[src/rtl/mem_read_pkg.sv]
// Shared encodings for the memory read alignment buffer.
package mem_read_pkg;

  typedef enum logic [1:0] {
    SIZE_B = 2'b00,
    SIZE_W = 2'b01,
    SIZE_D = 2'b10,
    SIZE_Q = 2'b11
  } size_e;

  localparam int DEPTH_DEFAULT = 2;

endpackage

[src/rtl/mem_read_align.sv]
// Shifts a raw 8-byte line down to the operand offset, masks it to the operand
// size and extends it; sign extension exists only when MEM_READ_SIGN_EXT_EN is defined.
module mem_read_align
  import mem_read_pkg::*;
(
  input  logic [63:0] data_i,
  input  logic [2:0]  addr_lo_i,
  input  logic [1:0]  size_i,
  input  logic        sext_i,
  output logic [63:0] operand_o
);

  logic [63:0] shifted;
  logic [63:0] mask;
  logic [63:0] zext;

  // Zero fill from the shift makes bytes past the end of the line read as zero.
  assign shifted = data_i >> {addr_lo_i, 3'b000};

  always_comb begin
    mask = 64'h0;
    case (size_e'(size_i))
      SIZE_B:  mask = 64'h0000_0000_0000_00FF;
      SIZE_W:  mask = 64'h0000_0000_0000_FFFF;
      SIZE_D:  mask = 64'h0000_0000_FFFF_FFFF;
      SIZE_Q:  mask = 64'hFFFF_FFFF_FFFF_FFFF;
      default: mask = 64'h0;
    endcase
  end

  assign zext = shifted & mask;

`ifdef MEM_READ_SIGN_EXT_EN
  logic sign_bit;

  always_comb begin
    sign_bit = 1'b0;
    case (size_e'(size_i))
      SIZE_B:  sign_bit = shifted[7];
      SIZE_W:  sign_bit = shifted[15];
      SIZE_D:  sign_bit = shifted[31];
      SIZE_Q:  sign_bit = shifted[63];
      default: sign_bit = 1'b0;
    endcase
  end

  assign operand_o = (sext_i && sign_bit) ? (zext | ~mask) : zext;
`else
  logic unused_sext;

  assign unused_sext = sext_i;
  assign operand_o   = zext;
`endif

endmodule

[src/rtl/mem_read_align_buffer.sv]
// Small FIFO of pre-aligned read operands between the DCache and execute.
// Optional sign extension is enabled with MEM_READ_SIGN_EXT_EN (see mem_read_align).
module mem_read_align_buffer
  import mem_read_pkg::*;
#(
  parameter int DEPTH = DEPTH_DEFAULT
) (
  input  logic        clk,
  input  logic        reset,
  input  logic        in_valid,
  output logic        in_ready,
  input  logic [63:0] in_data,
  input  logic [2:0]  in_addr_lo,
  input  logic [1:0]  in_size,
  input  logic        in_sext,
  output logic        out_valid,
  input  logic        out_ready,
  output logic [63:0] out_data,
  output logic [2:0]  count
);

  localparam int PTR_W = $clog2(DEPTH);
  localparam logic [PTR_W-1:0] LAST_PTR   = PTR_W'(DEPTH - 1);
  localparam logic [2:0]       FULL_COUNT = 3'(DEPTH);

  logic [63:0]      mem_q [DEPTH];
  logic [PTR_W-1:0] wr_ptr_q, wr_ptr_d;
  logic [PTR_W-1:0] rd_ptr_q, rd_ptr_d;
  logic [2:0]       count_q, count_d;
  logic [63:0]      aligned;
  logic             enq;
  logic             deq;

  mem_read_align u_align (
    .data_i    (in_data),
    .addr_lo_i (in_addr_lo),
    .size_i    (in_size),
    .sext_i    (in_sext),
    .operand_o (aligned)
  );

  // Ready depends only on stored occupancy, so a full buffer never passes through.
  assign in_ready  = (count_q != FULL_COUNT);
  assign out_valid = (count_q != 3'd0);
  assign out_data  = out_valid ? mem_q[rd_ptr_q] : 64'h0;
  assign count     = count_q;

  assign enq = in_valid && in_ready;
  assign deq = out_valid && out_ready;

  always_comb begin
    wr_ptr_d = wr_ptr_q;
    rd_ptr_d = rd_ptr_q;
    count_d  = count_q;
    if (enq) begin
      wr_ptr_d = (wr_ptr_q == LAST_PTR) ? '0 : wr_ptr_q + PTR_W'(1);
    end
    if (deq) begin
      rd_ptr_d = (rd_ptr_q == LAST_PTR) ? '0 : rd_ptr_q + PTR_W'(1);
    end
    case ({enq, deq})
      2'b10:   count_d = count_q + 3'd1;
      2'b01:   count_d = count_q - 3'd1;
      default: count_d = count_q;
    endcase
  end

  always_ff @(posedge clk) begin
    if (!reset) begin
      wr_ptr_q <= '0;
      rd_ptr_q <= '0;
      count_q  <= 3'd0;
    end else begin
      wr_ptr_q <= wr_ptr_d;
      rd_ptr_q <= rd_ptr_d;
      count_q  <= count_d;
    end
  end

  // Storage is left unreset; an entry is only visible once count covers it.
  always_ff @(posedge clk) begin
    if (enq && reset) begin
      mem_q[wr_ptr_q] <= aligned;
    end
  end

endmodule

[config.mk]
export PLATFORM = sky130hd
export DESIGN_NAME = mem_read_align_buffer
export DESIGN_NICKNAME = d
export VERILOG_FILES = /design/src/rtl/mem_read_pkg.sv /design/src/rtl/mem_read_align.sv /design/src/rtl/mem_read_align_buffer.sv
export SDC_FILE = /design/constraint.sdc
export NUM_CORES = 1
export LEC_CHECK = 0
export CORE_MARGIN = 2
export CORE_UTILIZATION = 56
export DETAILED_ROUTE_END_ITERATION = 16
export HOLD_SLACK_MARGIN = 0.03
export PLACE_DENSITY_LB_ADDON = 0.1
export SLEW_MARGIN = 20
export SYNTH_ARGS = -nofsm -noshare
export SYNTH_HDL_FRONTEND = slang
export SYNTH_SLANG_ARGS = --single-unit
[constraint.sdc]
create_clock -name clk -period 14.17 [get_ports clk]
set_input_delay 4.251 -clock clk [delete_from_list [all_inputs] [get_ports clk]]
set_output_delay 4.251 -clock clk [all_outputs]
set_load 0.02 [all_outputs]
# == Word level (Yosys, flattened, before mapping) ==
# Memory sizes are Yosys's and may differ from the RTL's. A register that Yosys moved wholly into a read port is not among the register bits.
# Cells that the tools add are included.
# word_totals
reg_bits,5
latchBits,0
ram_bits,128
mem_bits_ro,0
mem_count,1
# op_classes
addsub,4
n_mul,0
div_mod_pow,0
magnitude_cmp,0
n_eq_ne,6
shift,1
n_mux,9
bitwise_logic,1
reduce_logical,6
# mem_list
memory,words,width,rd,rd_clocked_by_memory_dff,write_ports,line,text
mem_q,2,64,1,1,1,mem_read_align_buffer.sv:26,logic [63:0] mem_q [DEPTH];
# ops
op,count
$pmux 64 s4,1
$and 64x64->64,1
$mux 64,1
$shr 64x6->64,1
$eq 2x2->1 const B,3
$mux 1,6
$pmux 3 s2,1
$eq 2x1->1 const B,2
$add 3x1->3 const B,1
$logic_and 1x1->1,3
$ne 3x2->1 const B,1
$reduce_bool 3->1,1
$sub 3x1->3 const B,1
$add 1x1->1 const B,2
$logic_not 2->1,1
$reduce_bool 2->1,1

# == Depth between registers and ports, before layout ==
# logic_depth
depth_word,5
mapped_depth,8

# == By module ==
# From an unflattened synthesis, not the netlist that was laid out.
# unflattened
cells_unflattened,533
area_unflattened_um2,6917.9
# by_module_without_submodules
mod,instances,cells_each,area_each_um2,seq_area_each_um2
mem_read_align_buffer,1,305,5117.4,3963.8
mem_read_align,1,228,1800.5,0.0

# == Worst setup path after synthesis ==
# Ideal clock, no wire load.
# synth_path
path_type,input-to-reg
start,in reset
end,"mem mem_q[0][0], enable pin"
setup_ns,0.565
t_arrival_ns,8.755
required_time_ns,13.605
setup_slack_ns,4.850
stages,2
path_buffers,0
path_cell_list,inv_1 -> nor3_1
# synth_between
elab_chain_cells,3
# synth_lines
item,line,text
from (decl),mem_read_align_buffer.sv:9,"input logic reset,"
$logic_and 1x1->1,mem_read_align_buffer.sv:82,if (enq && reset) begin
$mux 1,mem_read_align_buffer.sv:82,
$mux 1 (implied by the code),mem_read_align_buffer.sv:83,mem_q[wr_ptr_q] <= aligned;
to (decl),mem_read_align_buffer.sv:26,
# No other way between the ends.

==> flow_summary.ini <==
[status]
status = complete, no violations

[sta]
relSlewSlack_pct = 37.2
finalHoldViolCount = 0
fin_crit_sh_pct = 47.4
hold_ws_ns = 0.526
worstMarginPinSlew_ns = 0.942
setup_tns_ns = 0
clock_skew_ns = 0.00438
fmax_mhz = 149
slew_viol_final = 0
min_period_ns = 6.72
setup_violations = 0
rsz0062_at_grt = no

[layout]
mostFrequentLayoutCells = clkdlybuf4s50_1 (139), edfxtp_1 (128), nor2_1 (96)
design_area_um2 = 9240
final_core_util_pct = 73.8
drive_gt1_share_pct = 14.9
final_common_cell = clkdlybuf4s50_1
ff_latch_area_um2 = 3970
syn2layout_area_growth_pct = 30.2
diodes = 0
layout.nets = 739
num-fill-cells = 882
multi_input_area_um2 = 2860

[cts]
cts.sinks = 134
holdBufCountCts = 0
clk_latency_ns = 0.42
cts_resized = 0
post-cts-setup-buffers = 0
clockBufferDepth = 2
cts_tree = yes
clk_pin_slew_worst_paths_ns = 0.06
cts-root-buf = clkbuf_16
cts_inserted_buffers = 17
ctsHtreeMaxLevel = 4

[die]
die_h_um = 117
dieArea_um2 = 13600
pin_count = 143
start_util_pct = 56.7
die_x_um = 117
row_count = 41
coreArea_um2 = 12500

[setup_path]
path_buf_inv = 2
end_kind = output port
path_cells = buf_6 > mux2i_1 > nor2_1 > clkdlybuf4s50_1
crit_family = buffers and inverters
r2r_slack_ns = 11.69
max_stage_delay_ns = 0.59
r2r_end = count[2]$_SDFFE_PN0P_
critPathArrivalTime_ns = 2.46
required_ns = 9.92
r2r-start = count[1]$_SDFFE_PN0P_
r2r_cells = 8
slowest_stage = buf_6
crit_type = flip-flop to output port
cp_max_fo = 64
start_kind = flip-flop

[pwr]
power.leakage_uw = 0.00325
powerDensity_nw_per_um2 = 185
ir_drop_mv = 0.106
power.total_uw = 1710

[job]
maxCapViolCount = 0

[synthesis]
async_flop_share_pct = 0
synthesis.area_um2 = 7090
synth_top_flop_cell = edfxtp_1
synth-edff-count = 128
synth_warnings = 0
postSynthAreaPerCell_um2 = 13.3
synth_nets = 608
yosysSeqAreaShare_pct = 55.9
ys_ff_latch = 134
synthDistinctLibCells = 41
netlist_instances = 532

[detailed_routing]
drtIter0Drc = 296
drtPass1Iterations = 5
post_drt_wl_per_cell_um = 21.0
ant_nets = 0
drc_errors = 0
drt-total-wl_um = 17800
viasPerCell = 5.83
vias = 4946

[place]
dpl.hpwl_um = 11500
gp_congestion = 0.828
io_buffers = 141
post_dp_cell_area_um2 = 8550

[global_routing]
grt_pass1_wl_um = 27100
track_usage_pct = 27.5
grt_overflow_total = 0
grt_pass1_vias = 4926
antenna_found_initial = 0
grt_max_degree = 66

[min_path]
hold_depth = 2
hp-start = rd_ptr_q$_SDFFE_PN0P_
hold_class = flip-flop to flip-flop
## Yosys cell counts, types with 4 or more instances
master       n  share of area [%]
mux4_2      15                4.8
a21oi_1     11               0.78
nand3b_1     4               0.42
mux2i_1     87                 12
clkbuf_1     8               0.42
nand2_1     16               0.85
o22ai_1     15                1.3
dfxtp_1      6                1.7
a311oi_1     8               0.99
edfxtp_1   128                 54
inv_1       14               0.74
buf_2       14               0.99
mux2_2      21                3.3
buf_6        7                1.1
o2bb2ai_1    8               0.99
and2_1       8               0.71
mux2_4      18                3.8
nor2_1      96                5.1
mux2_1       9                1.4
nor3_1      11               0.78
## worst register-to-register path, delay by kind of cell (launching register included)
kind                       cells  cell delay, ns
AOI/OAI and AO/OA              1            0.13
DFF                            1            0.42
adders and majority gates      2            0.62
buffers and inverters          1            0.07
xor gates and xnor gates       1            0.17
and+or+nand+nor                3            0.99
## layer usage
layer  up-vias  routed length [um]  track usage, %
met5         -                   0               0
met4         0                 471            10.2
met3        32                1270            6.64
met2       231                8610            43.3
met1      2419                7480            37.6
li1       2264                   -               -
## state kept, by name, summed over array words and instances (netlist names), named ones only
register	flops
count	3
mem_q	128
rd_ptr_q	1
wr_ptr_q	1
## cell families after synthesis
group / count (synthesis) / synth area share [%]
xor gates and xnor gates: 3 / 0.371
buffers and inverters: 51 / 4.07
and+or+nand+nor: 146 / 9.12
adders and majority gates: 2 / 0.459
AOI/OAI and AO/OA: 46 / 4.48
DFF: 134 / 55.9
muxes: 150 / 25.6
## where the power goes
group          switching, uW  internal, uW  leakage, uW
combinational            398           314      0.00168
clock                    163           345     0.000322
sequential              13.3           478      0.00125
total                    574          1140      0.00325
## worst max path at each step
stage | startpoint | endpoint | slack [ns] | depth (start not counted)
floorplan | reset | mem_q[0][0]$_DFFE_PP_ | 4.85 | 2
global placement | in_addr_lo[2] | mem_q[0][58]$_DFFE_PP_ | 7.61 | 5
finish | flip-flop | out_data[16] | 7.45 | 4
CTS | flip-flop | out_data[16] | 7.15 | 4
detailed placement | in_addr_lo[2] | mem_q[0][62]$_DFFE_PP_ | 7.54 | 5
global route | flip-flop | out_data[10] | 7.34 | 4
## area by class of cell
class	instances	area share, %
clock inverters	15	2.79
multi-input cells	347	30.9
clock buffers	17	4.61
well taps	172	2.33
inverters	15	0.610
flip-flops and latches	134	43.0
repair buffers	148	15.8
## stage by stage
| step | setup WS, ns | cells |
|---|---|---|
| 6_report | 7.45 | 848 |
| 5_1_grt | 7.34 | 848 |
| 4_1_cts | 7.15 | 848 |
| 3_5_place_dp | 7.54 | 816 |
| 3_3_place_gp | 7.61 | 816 |
| 2_1_floorplan | 4.85 | 532 |
(Power assumes the default switching activity.)
